## src/rtl/dmem_bus_arbiter.sv

```systemverilog
// Data-memory arbiter between the CPU load/store path and the UART loader.
// Optional grant/conflict statistics are enabled with `define ARB_STATS_EN.
module dmem_bus_arbiter #(
    parameter int ADDR_W = 14,
    parameter int DATA_W = 32,
    parameter int RD_LAT = 1
) (
    input  logic              clock,
    input  logic              reset,
    input  logic              upg_mode,
    input  logic              cpu_req,
    input  logic              cpu_we,
    input  logic [ADDR_W-1:0] cpu_addr,
    input  logic [DATA_W-1:0] cpu_wdata,
    output logic              cpu_ack,
    output logic [DATA_W-1:0] cpu_rdata,
    input  logic              uart_req,
    input  logic              uart_we,
    input  logic [ADDR_W-1:0] uart_addr,
    input  logic [DATA_W-1:0] uart_wdata,
    output logic              uart_ack,
    output logic              mem_en,
    output logic              mem_we,
    output logic [ADDR_W-1:0] mem_addr,
    output logic [DATA_W-1:0] mem_wdata,
    input  logic [DATA_W-1:0] mem_rdata,
    output logic              stall_cpu,
    output logic              busy
`ifdef ARB_STATS_EN
    ,
    output logic [15:0]       cpu_grant_cnt,
    output logic [15:0]       uart_grant_cnt,
    output logic [15:0]       conflict_cnt
`endif
);

    typedef enum logic [1:0] {S_IDLE, S_ISSUE, S_WAIT, S_DONE} state_t;
    typedef enum logic {OWN_CPU, OWN_UART} owner_t;

    state_t              state_q, state_d;
    owner_t              owner_q, owner_d;
    owner_t              last_q, last_d;
    logic                we_q, we_d;
    logic [ADDR_W-1:0]   addr_q, addr_d;
    logic [DATA_W-1:0]   wdata_q, wdata_d;
    logic [1:0]          wait_q, wait_d;
    logic [DATA_W-1:0]   rdata_q, rdata_d;

    logic cpu_elig;
    logic grant_cpu;
    logic grant_uart;

    // Ties go to whoever did not win last time, giving strict alternation.
    assign cpu_elig   = cpu_req & ~upg_mode;
    assign grant_cpu  = (state_q == S_IDLE) & cpu_elig & (~uart_req | (last_q == OWN_UART));
    assign grant_uart = (state_q == S_IDLE) & uart_req & ~grant_cpu;

    // NOTE: every signal gets a default before the case so no latch is inferred.
    always_comb begin
        state_d = state_q;
        owner_d = owner_q;
        last_d  = last_q;
        we_d    = we_q;
        addr_d  = addr_q;
        wdata_d = wdata_q;
        wait_d  = wait_q;
        rdata_d = rdata_q;
        case (state_q)
            S_IDLE: begin
                if (grant_cpu) begin
                    owner_d = OWN_CPU;
                    last_d  = OWN_CPU;
                    we_d    = cpu_we;
                    addr_d  = cpu_addr;
                    wdata_d = cpu_wdata;
                    state_d = S_ISSUE;
                end else if (grant_uart) begin
                    owner_d = OWN_UART;
                    last_d  = OWN_UART;
                    we_d    = uart_we;
                    addr_d  = uart_addr;
                    wdata_d = uart_wdata;
                    state_d = S_ISSUE;
                end
            end
            S_ISSUE: begin
                wait_d  = 2'(RD_LAT - 1);
                state_d = we_q ? S_DONE : S_WAIT;
            end
            S_WAIT: begin
                if (wait_q == 2'd0) begin
                    if (owner_q == OWN_CPU) rdata_d = mem_rdata;
                    state_d = S_DONE;
                end else begin
                    wait_d = wait_q - 2'd1;
                end
            end
            S_DONE:  state_d = S_IDLE;
            default: state_d = S_IDLE;
        endcase
    end

    // NOTE: sequential state uses non-blocking assignments only.
    always_ff @(posedge clock or negedge reset) begin
        if (!reset) begin
            state_q <= S_IDLE;
            owner_q <= OWN_CPU;
            last_q  <= OWN_UART;
            we_q    <= 1'b0;
            addr_q  <= '0;
            wdata_q <= '0;
            wait_q  <= 2'd0;
            rdata_q <= '0;
        end else begin
            state_q <= state_d;
            owner_q <= owner_d;
            last_q  <= last_d;
            we_q    <= we_d;
            addr_q  <= addr_d;
            wdata_q <= wdata_d;
            wait_q  <= wait_d;
            rdata_q <= rdata_d;
        end
    end

    // Address/data registers double as the memory bus so they hold between accesses.
    assign mem_en    = (state_q == S_ISSUE);
    assign mem_we    = mem_en & we_q;
    assign mem_addr  = addr_q;
    assign mem_wdata = wdata_q;
    assign cpu_ack   = (state_q == S_DONE) & (owner_q == OWN_CPU);
    assign uart_ack  = (state_q == S_DONE) & (owner_q == OWN_UART);
    assign cpu_rdata = rdata_q;
    assign busy      = (state_q != S_IDLE);
    assign stall_cpu = upg_mode | (cpu_req & ~cpu_ack);

`ifdef ARB_STATS_EN
    logic [15:0] cpu_cnt_q, cpu_cnt_d;
    logic [15:0] uart_cnt_q, uart_cnt_d;
    logic [15:0] conf_cnt_q, conf_cnt_d;

    always_comb begin
        cpu_cnt_d  = cpu_cnt_q;
        uart_cnt_d = uart_cnt_q;
        conf_cnt_d = conf_cnt_q;
        if (grant_cpu && cpu_cnt_q != 16'hFFFF) cpu_cnt_d = cpu_cnt_q + 16'd1;
        if (grant_uart && uart_cnt_q != 16'hFFFF) uart_cnt_d = uart_cnt_q + 16'd1;
        if ((state_q == S_IDLE) && cpu_elig && uart_req && conf_cnt_q != 16'hFFFF)
            conf_cnt_d = conf_cnt_q + 16'd1;
    end

    always_ff @(posedge clock or negedge reset) begin
        if (!reset) begin
            cpu_cnt_q  <= '0;
            uart_cnt_q <= '0;
            conf_cnt_q <= '0;
        end else begin
            cpu_cnt_q  <= cpu_cnt_d;
            uart_cnt_q <= uart_cnt_d;
            conf_cnt_q <= conf_cnt_d;
        end
    end

    assign cpu_grant_cnt  = cpu_cnt_q;
    assign uart_grant_cnt = uart_cnt_q;
    assign conflict_cnt   = conf_cnt_q;
`endif

endmodule

```

## config.mk

```make
export PLATFORM = sky130hd
export DESIGN_NAME = dmem_bus_arbiter
export DESIGN_NICKNAME = d
export VERILOG_FILES = /design/src/rtl/dmem_bus_arbiter.sv
export SDC_FILE = /design/constraint.sdc
export NUM_CORES = 1
export LEC_CHECK = 0
export BUFFER_PORTS_ARGS = -buffer_cell sky130_fd_sc_hd__buf_2
export CORE_ASPECT_RATIO = 0.6
export CORE_UTILIZATION = 45
export CTS_BUF_LIST = sky130_fd_sc_hd__clkbuf_4 sky130_fd_sc_hd__clkbuf_8
export CTS_CLUSTER_SIZE = 24
export DETAILED_ROUTE_END_ITERATION = 10
export GPL_TIMING_DRIVEN = 0
export PLACE_DENSITY = 0.8
export RECOVER_POWER = 50
export SETUP_SLACK_MARGIN = 0.2
export SYNTH_ARGS = -nofsm -noshare
export SYNTH_HDL_FRONTEND = slang
export SYNTH_SLANG_ARGS = --single-unit
```

## constraint.sdc

```tcl
create_clock -name clock -period 2.48 [get_ports clock]
set_clock_uncertainty 0.05 [all_clocks]
set_input_delay 0 -clock clock [delete_from_list [all_inputs] [get_ports clock]]
set_output_delay 0 -clock clock [all_outputs]
set_load 0.005 [all_outputs]
```

==> results of run 1 <==
-- cell families after synthesis --
logic type,synth area share
muxes,0.373
and+or+nand+nor,0.0187
DFF,0.539
adders and majority gates,0.0190
buffers and inverters,0.0336
AOI/OAI and AO/OA,0.0168
-- synthesized netlist by cell type, drive strengths merged --
cell type	number	share of area
nor3	1	0.0013
nand2b	1	0.0035
o21a	1	0.0019
ha	6	0.019
o21bai	1	0.0019
a21boi	1	0.0019
clkbuf	1	0.00095
mux2	128	0.37
a211o	2	0.0044
dfstp	1	0.0067
nor2b	3	0.0048
a22oi	1	0.0019
a21oi	1	0.0013
and2	3	0.0048
dfrtp	84	0.53
or2	1	0.0016
nand2	2	0.0019
inv	8	0.0076
buf	13	0.025
nor2	1	0.00095
o21ai	1	0.0013
a22o	1	0.0022
-- through the flow --
stage / area (µm²) / util
after floorplan: 3950 / -
after global placement: 5160 / 0.605
after detailed placement: 5190 / 0.609
==> summary.txt, run 1 <==
Place
  – Dpl cells: 589
  – Hpwl dp: 7080 µm
  – IO Port Bufs: 214
  – Post-Place Worst Slack: 489 ps
  – Placer Congestion: 0.728

Logic synthesis
  – Syn. warnings: 0
  – Yosys reg bits: 85
  – Avg Cell Area, Syn: 15.1 µm²
  – Syn Nets: 399
  – Mapped Area: 3950 µm²
  – Seq/Total Area, Yosys: 0.539
  – Cell count after synthesis: 262
  – Synth unique cells: 26

CTS
  – CTS root buffer: clkbuf_8
  – Cts bufs inserted: 9
  – CTS-repair resized insts: 0
  – CTS Sinks: 85
  – Hold_buf cts: 122
  – CTS max path bufs: 2
  – Setup bufs post-CTS: 0
  – H-tree depth: 3

Outcome
  – Outcome: did not finish
  – Stopped at: clock tree synthesis
  – Error: [ERROR RSZ-0060] Max buffer count reached.

Die
  – # IOs: 215
  – Die Y-Extent: 74.6 µm
  – Die span in x: 123 µm
  – Initial core utilization: 0.463
  – # rows: 26
==> run 2, diff against run 1 <==
- CORE_ASPECT_RATIO: 0.6 -> default
- CORE_UTILIZATION: 45 -> 30
- CTS_BUF_LIST: sky130_fd_sc_hd__clkbuf_4 sky130_fd_sc_hd__clkbuf_8 -> default
- CTS_CLUSTER_SIZE: 24 -> default
- PLACE_DENSITY: 0.8 -> default
- PLACE_DENSITY_LB_ADDON: default -> 0.15
- SETUP_SLACK_MARGIN: 0.2 -> default
==> run 2 against run 1 <==
Effect of this change: the run now ends clean; synthesized area is the same; synthesized cell count is the same.
==> summary.txt, run 2 <==
Final layout
  – Fillers: 1143
  – Layout cell share with drive strength beyond 1: 0.499
  – Antenna Cells: 0
  – Nets: 752
  – Most common cell after layout, fill and taps aside: buf_2
  – Util after Layout: 0.530
  – Layout area overhead: 70.7%
  – Most frequent cells in the layout: buf_2, dlygate4sd3_1, mux2_2

Logic synthesis
  – List of most frequent post-synthesis cells: mux2_2, dfrtp_1, inv_1, mux2_4, buf_2
  – Post-Synth Adder-Cell Area: 0.0190 (unchanged)
  – Synth Flop Type: dfrtp_1
  – Synth top area cells: dfrtp_1, mux2_2, mux2_4
  – Synth Area in Compound Gates: 0.0168 (unchanged)
  – Syn. warnings: 0 (unchanged)
  – Cell count after synthesis: 262 (unchanged)
  – Top-count cell post-synth: mux2_2
  – Share of the synthesized area in the top cell type: 0.532 (unchanged)
  – FFs w/ async S/R, synth: 1.00 (unchanged)
  – Avg Cell Area, Syn: 15.1 µm² (unchanged)
  – Synth unique cells: 26 (unchanged)
  – Post-synth EDFFs: 0 (unchanged)
  – Largest area contributor in the synthesized netlist: dfrtp_1
  – Post-synthesis xor/xnor area fraction: 0 (unchanged)
  – Simple-gate portion of the synthesized area: 0.0187 (unchanged)
  – Yosys reg bits: 85 (unchanged)
  – Seq/Total Area, Yosys: 0.539 (unchanged)
  – Syn Nets: 399 (unchanged)
  – Largest family of logic cells by synthesized area: multiplexers
  – Mapped Area: 3950 µm² (unchanged)
  – Post-synthesis mux area share: 0.373 (unchanged)

Worst hold path
  – Hold Path Class: input port to flip-flop
  – Hold Path Stages: 4
  – Hold Path Sink: state_q[0]
  – HP Start: cpu_req

Detailed routing
  – Vias post-DR: 3421
  – Number of DRC markers in iteration 0: 70
  – WL final: 11200 µm
  – DRT antenna net count: 0
  – # DRC: 0
  – Drt pass-1 iters: 5
  – Vias per cell: 4.32
  – Routed WL per cell: 14.2 µm

Critical path
  – Worst setup EP type: flip-flop
  – CP startpoint kind: flip-flop
  – Reg2reg end: mem_wdata[16]
  – Reg-to-Reg Start: state_q[0]
  – Critical path fanouts, max: 10
  – CP Data Required Time: 2650 ps
  – Reg2Reg Depth: 7
  – Critical path data arrival time: 2530 ps
  – WS Path Type: flip-flop to flip-flop
  – Flop2flop setup slack: 120 ps

Job
  – Max-cap violations: 0

Global routing
  – GRT Total Usage: 0.162
  – Vias in the first global route: 3496
  – Initial antenna violation count: 0
  – Grt ovf: 0
  – Pin count of the biggest net entering global routing: 50
  – First-pass GRT wire length: 16600 µm

STA
  – Hold Vio Cnt, Final: 0
  – RSZ-0062 raised after global routing: false
  – Count of pins over their slew limit: 0
  – Max frequency: 0.424 GHz
  – Setup ws final: 120 ps
  – Fin crit period: 2360 ps
  – Slew HR: 0.356
  – Final setup viols: 0
  – Sum Neg Setup Slack: 0 ps
  – Worst-margin pin slew: 967 ps
  – Fin crit share: 0.952

Place
  – Post-Place Worst Slack: 466 ps (-22.9 ps)
  – IO Port Bufs: 214 (unchanged)
  – Hpwl dp: 7570 µm (+6.9%)
  – Placer Congestion: 0.715 (-1.8%)

Die
  – Die Y-Extent: 117 µm (+57%)
  – Placeable Area: 12700 µm²
  – # IOs: 215 (unchanged)
  – Die area: 13600 µm²
  – Die span in x: 117 µm (-5.0%)
  – Initial core utilization: 0.310 (-0.153)
  – # rows: 41 (+58%)

CTS
  – Setup bufs post-CTS: 0 (unchanged)
  – CTS max path bufs: 2 (unchanged)
  – Cts bufs inserted: 9 (unchanged)
  – Worst skew pair latency: 340 ps
  – CTS tree: yes
  – Clock-pin slew on the worst setup and hold paths: 60 ps
  – CTS root buffer: clkbuf_16
  – H-tree depth: 3 (unchanged)
  – CTS Sinks: 85 (unchanged)

Outcome
  – Outcome: finished, final reports clean

Power
  – P_leak: 3.13 nW
  – Total power: 6.78 mW
  – Peak supply drop: 488 µV
  – P per Cell Area: 1010 nW/µm²
## run 2: how the worst max path moves through the flow
stage                     slack (ps)       endpoint  cells after the start       start
after global routing               3   mem_wdata[9]                      7  state_q[0]
final                            120  mem_wdata[16]                      7  state_q[0]
after detailed placement         470   mem_addr[10]                      7  state_q[1]
after global placement           470    mem_addr[5]                      7  state_q[1]
after CTS                         20           we_q                      7  state_q[1]
after floorplan                  690    mem_addr[0]                      7  state_q[0]
## run 2: kinds of logic (layout without fill, tap and decap cells)
kind of cell	after synthesis	after routing
mux	128	128
flops	85	85
buf+inv	22	379
simple gates	12	12
compound gates	9	9
fa+ha+maj	6	6
## run 2: area by class of cell
cell class | instances | area [µm²] | share of cell area
clock buffers | 14 | 264 | 0.0392
clock inverters | 1 | 30.0 | 0.00446
inverters | 8 | 30.0 | 0.00446
plain buffers | 14 | 110 | 0.0163
well taps | 172 | 215 | 0.0319
multi-input cells | 155 | 1690 | 0.251
repair buffers | 342 | 2270 | 0.337
flip-flops and latches | 85 | 2130 | 0.316
## run 2: metrics by stage
stage	hold slack, ps	instance area, µm²	instances
after floorplan	-346	3950	262
after global placement	175	5230	648
after detailed placement	-34.9	5260	649
after CTS	3.88	6830	791
after global routing	42.3	6740	791
final	18.1	6740	791
## run 2: critical path: stages (launching register included)
cell           delay [ps]
dfrtp_1               400
inv_1                 150
ha_2                  230
inv_1                  60
a211o_1               300
buf_4                 220
mux2_2                270
dlygate4sd3_1         560
## run 2: metal layers
layer  global-route usage  up-vias  share of wire
li1                     -     1628              -
met1                0.176     1629           0.40
met2                0.289      150           0.49
met3               0.0503       14          0.085
met4               0.0759        0          0.018
met5                    0        -              0
## run 2: timing repair
item,4_1_cts,5_1_grt
hold buffers,127,0
setup endpoints to repair,0,16
endpoints found under the hold margin,115,0
gates resized for setup,0,7
## run 2: power by group
part | total [mW] | switching [mW] | internal, mW
Sequential | 2.44 | 0.336 | 2.10
Clock | 1.35 | 0.520 | 0.831
Combinational | 2.99 | 1.07 | 1.92
(Power assumes the default switching activity.)
==> run 3, diff against run 2 <==
- HOLD_SLACK_MARGIN: default -> 0.1
- PLACE_DENSITY: default -> 0.7
- PLACE_DENSITY_LB_ADDON: 0.15 -> default
==> run 3 against run 2 <==
Effect of this change: cell count grew 0.63%; die area is the same; largest cell class unchanged; critical path type unchanged; hold slack gained 110 ps; global-route usage grew 0.68 points; count of clock-buffer cells in the layout shrank 1; largest power group unchanged; wire length grew 2.8%.
==> summary.txt, run 3 (synthesis gave the netlist of run 2 again) <==
Final layout
  – Most frequent cells in the layout: buf_2, dlygate4sd3_1, mux2_2
  – Most common cell after layout, fill and taps aside: buf_2
  – Layout area overhead: 72.6%
  – Layout cell share with drive strength beyond 1: 0.502 (+0.00241)
  – Antenna Cells: 0 (unchanged)
  – Nets: 756 (+0.53%)

Worst hold path
  – Hold Path Class: input port to flip-flop

STA
  – Hold Vio Cnt, Final: 0 (unchanged)
  – Fin crit period: 2330 ps (-27.9 ps)
  – Fin crit share: 0.940 (-0.0112)
  – Slew HR: 0.257 (-0.0981)
  – Final setup viols: 0 (unchanged)
  – Count of pins over their slew limit: 0 (unchanged)
  – Worst-margin pin slew: 1110 ps (+147 ps)
  – RSZ-0062 raised after global routing: false
  – Max frequency: 0.429 GHz (+1.2%)
  – Sum Neg Setup Slack: 0 ps (unchanged)

Die
  – Die span in x: 117 µm (unchanged)
  – Placeable Area: 12700 µm² (unchanged)
  – Die Y-Extent: 117 µm (unchanged)
  – # IOs: 215 (unchanged)
  – # rows: 41 (unchanged)
  – Die area: 13600 µm² (unchanged)
  – Initial core utilization: 0.310 (unchanged)

CTS
  – CTS tree: yes
  – Worst skew pair latency: 330 ps (about the same)
  – Clock-pin slew on the worst setup and hold paths: 60 ps (about the same)
  – H-tree depth: 3 (unchanged)
  – CTS root buffer: clkbuf_16
  – Cts bufs inserted: 9 (unchanged)
  – CTS max path bufs: 2 (unchanged)
  – CTS Sinks: 85 (unchanged)

Place
  – Placer Congestion: 0.721 (+0.81%)
  – Hpwl dp: 7480 µm (-1.2%)
  – IO Port Bufs: 214 (unchanged)

Detailed routing
  – WL final: 11500 µm (+2.8%)
  – Number of DRC markers in iteration 0: 52 (-26%)
  – # DRC: 0 (unchanged)
  – Met3 wire len: 811 µm (-15%)
  – Wl on met1: 4430 µm (-1.9%)
  – Met2 WL: 6040 µm (+9.1%)
  – Routed WL per cell: 14.5 µm (+2.2%)
  – Top layer in use: met4
  – Vias post-DR: 3458 (+1.1%)
  – Drt pass-1 iters: 3 (-2)
  – Vias per cell: 4.34 (+0.45%)
  – DRT antenna net count: 0 (unchanged)

Outcome
  – Outcome: finished, final reports clean

Critical path
  – Worst setup EP type: flip-flop
  – WS Path Type: flip-flop to flip-flop
  – CP Data Required Time: 2640 ps (about the same)
  – Critical path fanouts, max: 10 (unchanged)
  – Critical path data arrival time: 2490 ps (-40 ps)
  – CP startpoint kind: flip-flop

Global routing
  – Initial antenna violation count: 0 (unchanged)
  – Pin count of the biggest net entering global routing: 47 (-6.0%)
  – Vias in the first global route: 3804 (+8.8%)
  – Grt ovf: 0 (unchanged)
  – First-pass GRT wire length: 17200 µm (+3.4%)
  – GRT Total Usage: 0.169 (+0.00681)

Power
  – Peak supply drop: 456 µV (-6.4%)
  – P_leak: 3.17 nW (+1.2%)
  – Total power: 6.99 mW (+3.0%)
  – P per Cell Area: 1030 nW/µm² (+1.9%)

Job
  – Max-cap violations: 0 (unchanged)
run 3: final timing paths:
check                                end     startpoint  cells after the start  slack, ps
setup / recovery           mem_wdata[14]     state_q[1]                      7        150
hold / removal                state_q[0]       upg_mode                      4        130
setup reg to reg           mem_wdata[14]     state_q[1]                      7        150
hold reg to reg            cpu_rdata[26]  cpu_rdata[26]                      1        450
max in group asynchronous    mem_addr[3]          reset                      3        490
min in group asynchronous   cpu_rdata[7]          reset                      2        360
run 3: layout make-up:
| class | instances | area [µm²] |
|---|---|---|
| Multi-Input combinational cell | 155 | 1690 |
| Clock buffer | 13 | 260 |
| Buffer | 14 | 118 |
| Clock inverter | 3 | 67.6 |
| Fill cell | 1054 | 5910 |
| Timing Repair Buffer | 346 | 2310 |
| Sequential cell | 85 | 2130 |
| Inverter | 8 | 30.0 |
| Tap cell | 172 | 215 |
run 3: metrics by stage:
step | area, µm² | setup slack (ps) | std cells | utilization | hold slack [ps]
after floorplan | 3950 | 692 | 262 | - | -346
after global routing | 6820 | 27.5 | 796 | 0.536 | 144
after global placement | 5230 | 480 | 648 | 0.411 | 168
after CTS | 6890 | 72.1 | 795 | 0.541 | 117
final | 6820 | 148 | 796 | 0.536 | 130
after detailed placement | 5260 | 474 | 649 | 0.413 | -13.9
run 3: critical path, stage by stage, from the launching register on:
cell           delay (ps)
dfrtp_1               400
inv_1                 110
ha_1                  200
inv_1                  80
a211o_1               290
buf_4                 210
mux2_2                290
dlygate4sd3_1         570
run 3: per-layer routing:
metal  up-vias  GRT usage
met5         -          0
met3        20     0.0431
met2       157      0.324
met1      1640      0.168
li1       1641          -
met4         0     0.0852
run 3: power by group:
part	leakage, nW	internal (mW)	switching [mW]
sequential	0.999	2.10	0.364
clock	0.156	0.938	0.527
combinational	2.01	1.94	1.11
total	3.17	4.98	2.00
run 3: repair_timing:
| item | CTS | global route |
|---|---|---|
| hold endpoints to repair | 165 | 0 |
| gates resized for setup | 0 | 8 |
| endpoints found under the setup margin | 0 | 13 |
| setup buffers | 0 | 1 |
| hold buffers | 130 | 0 |
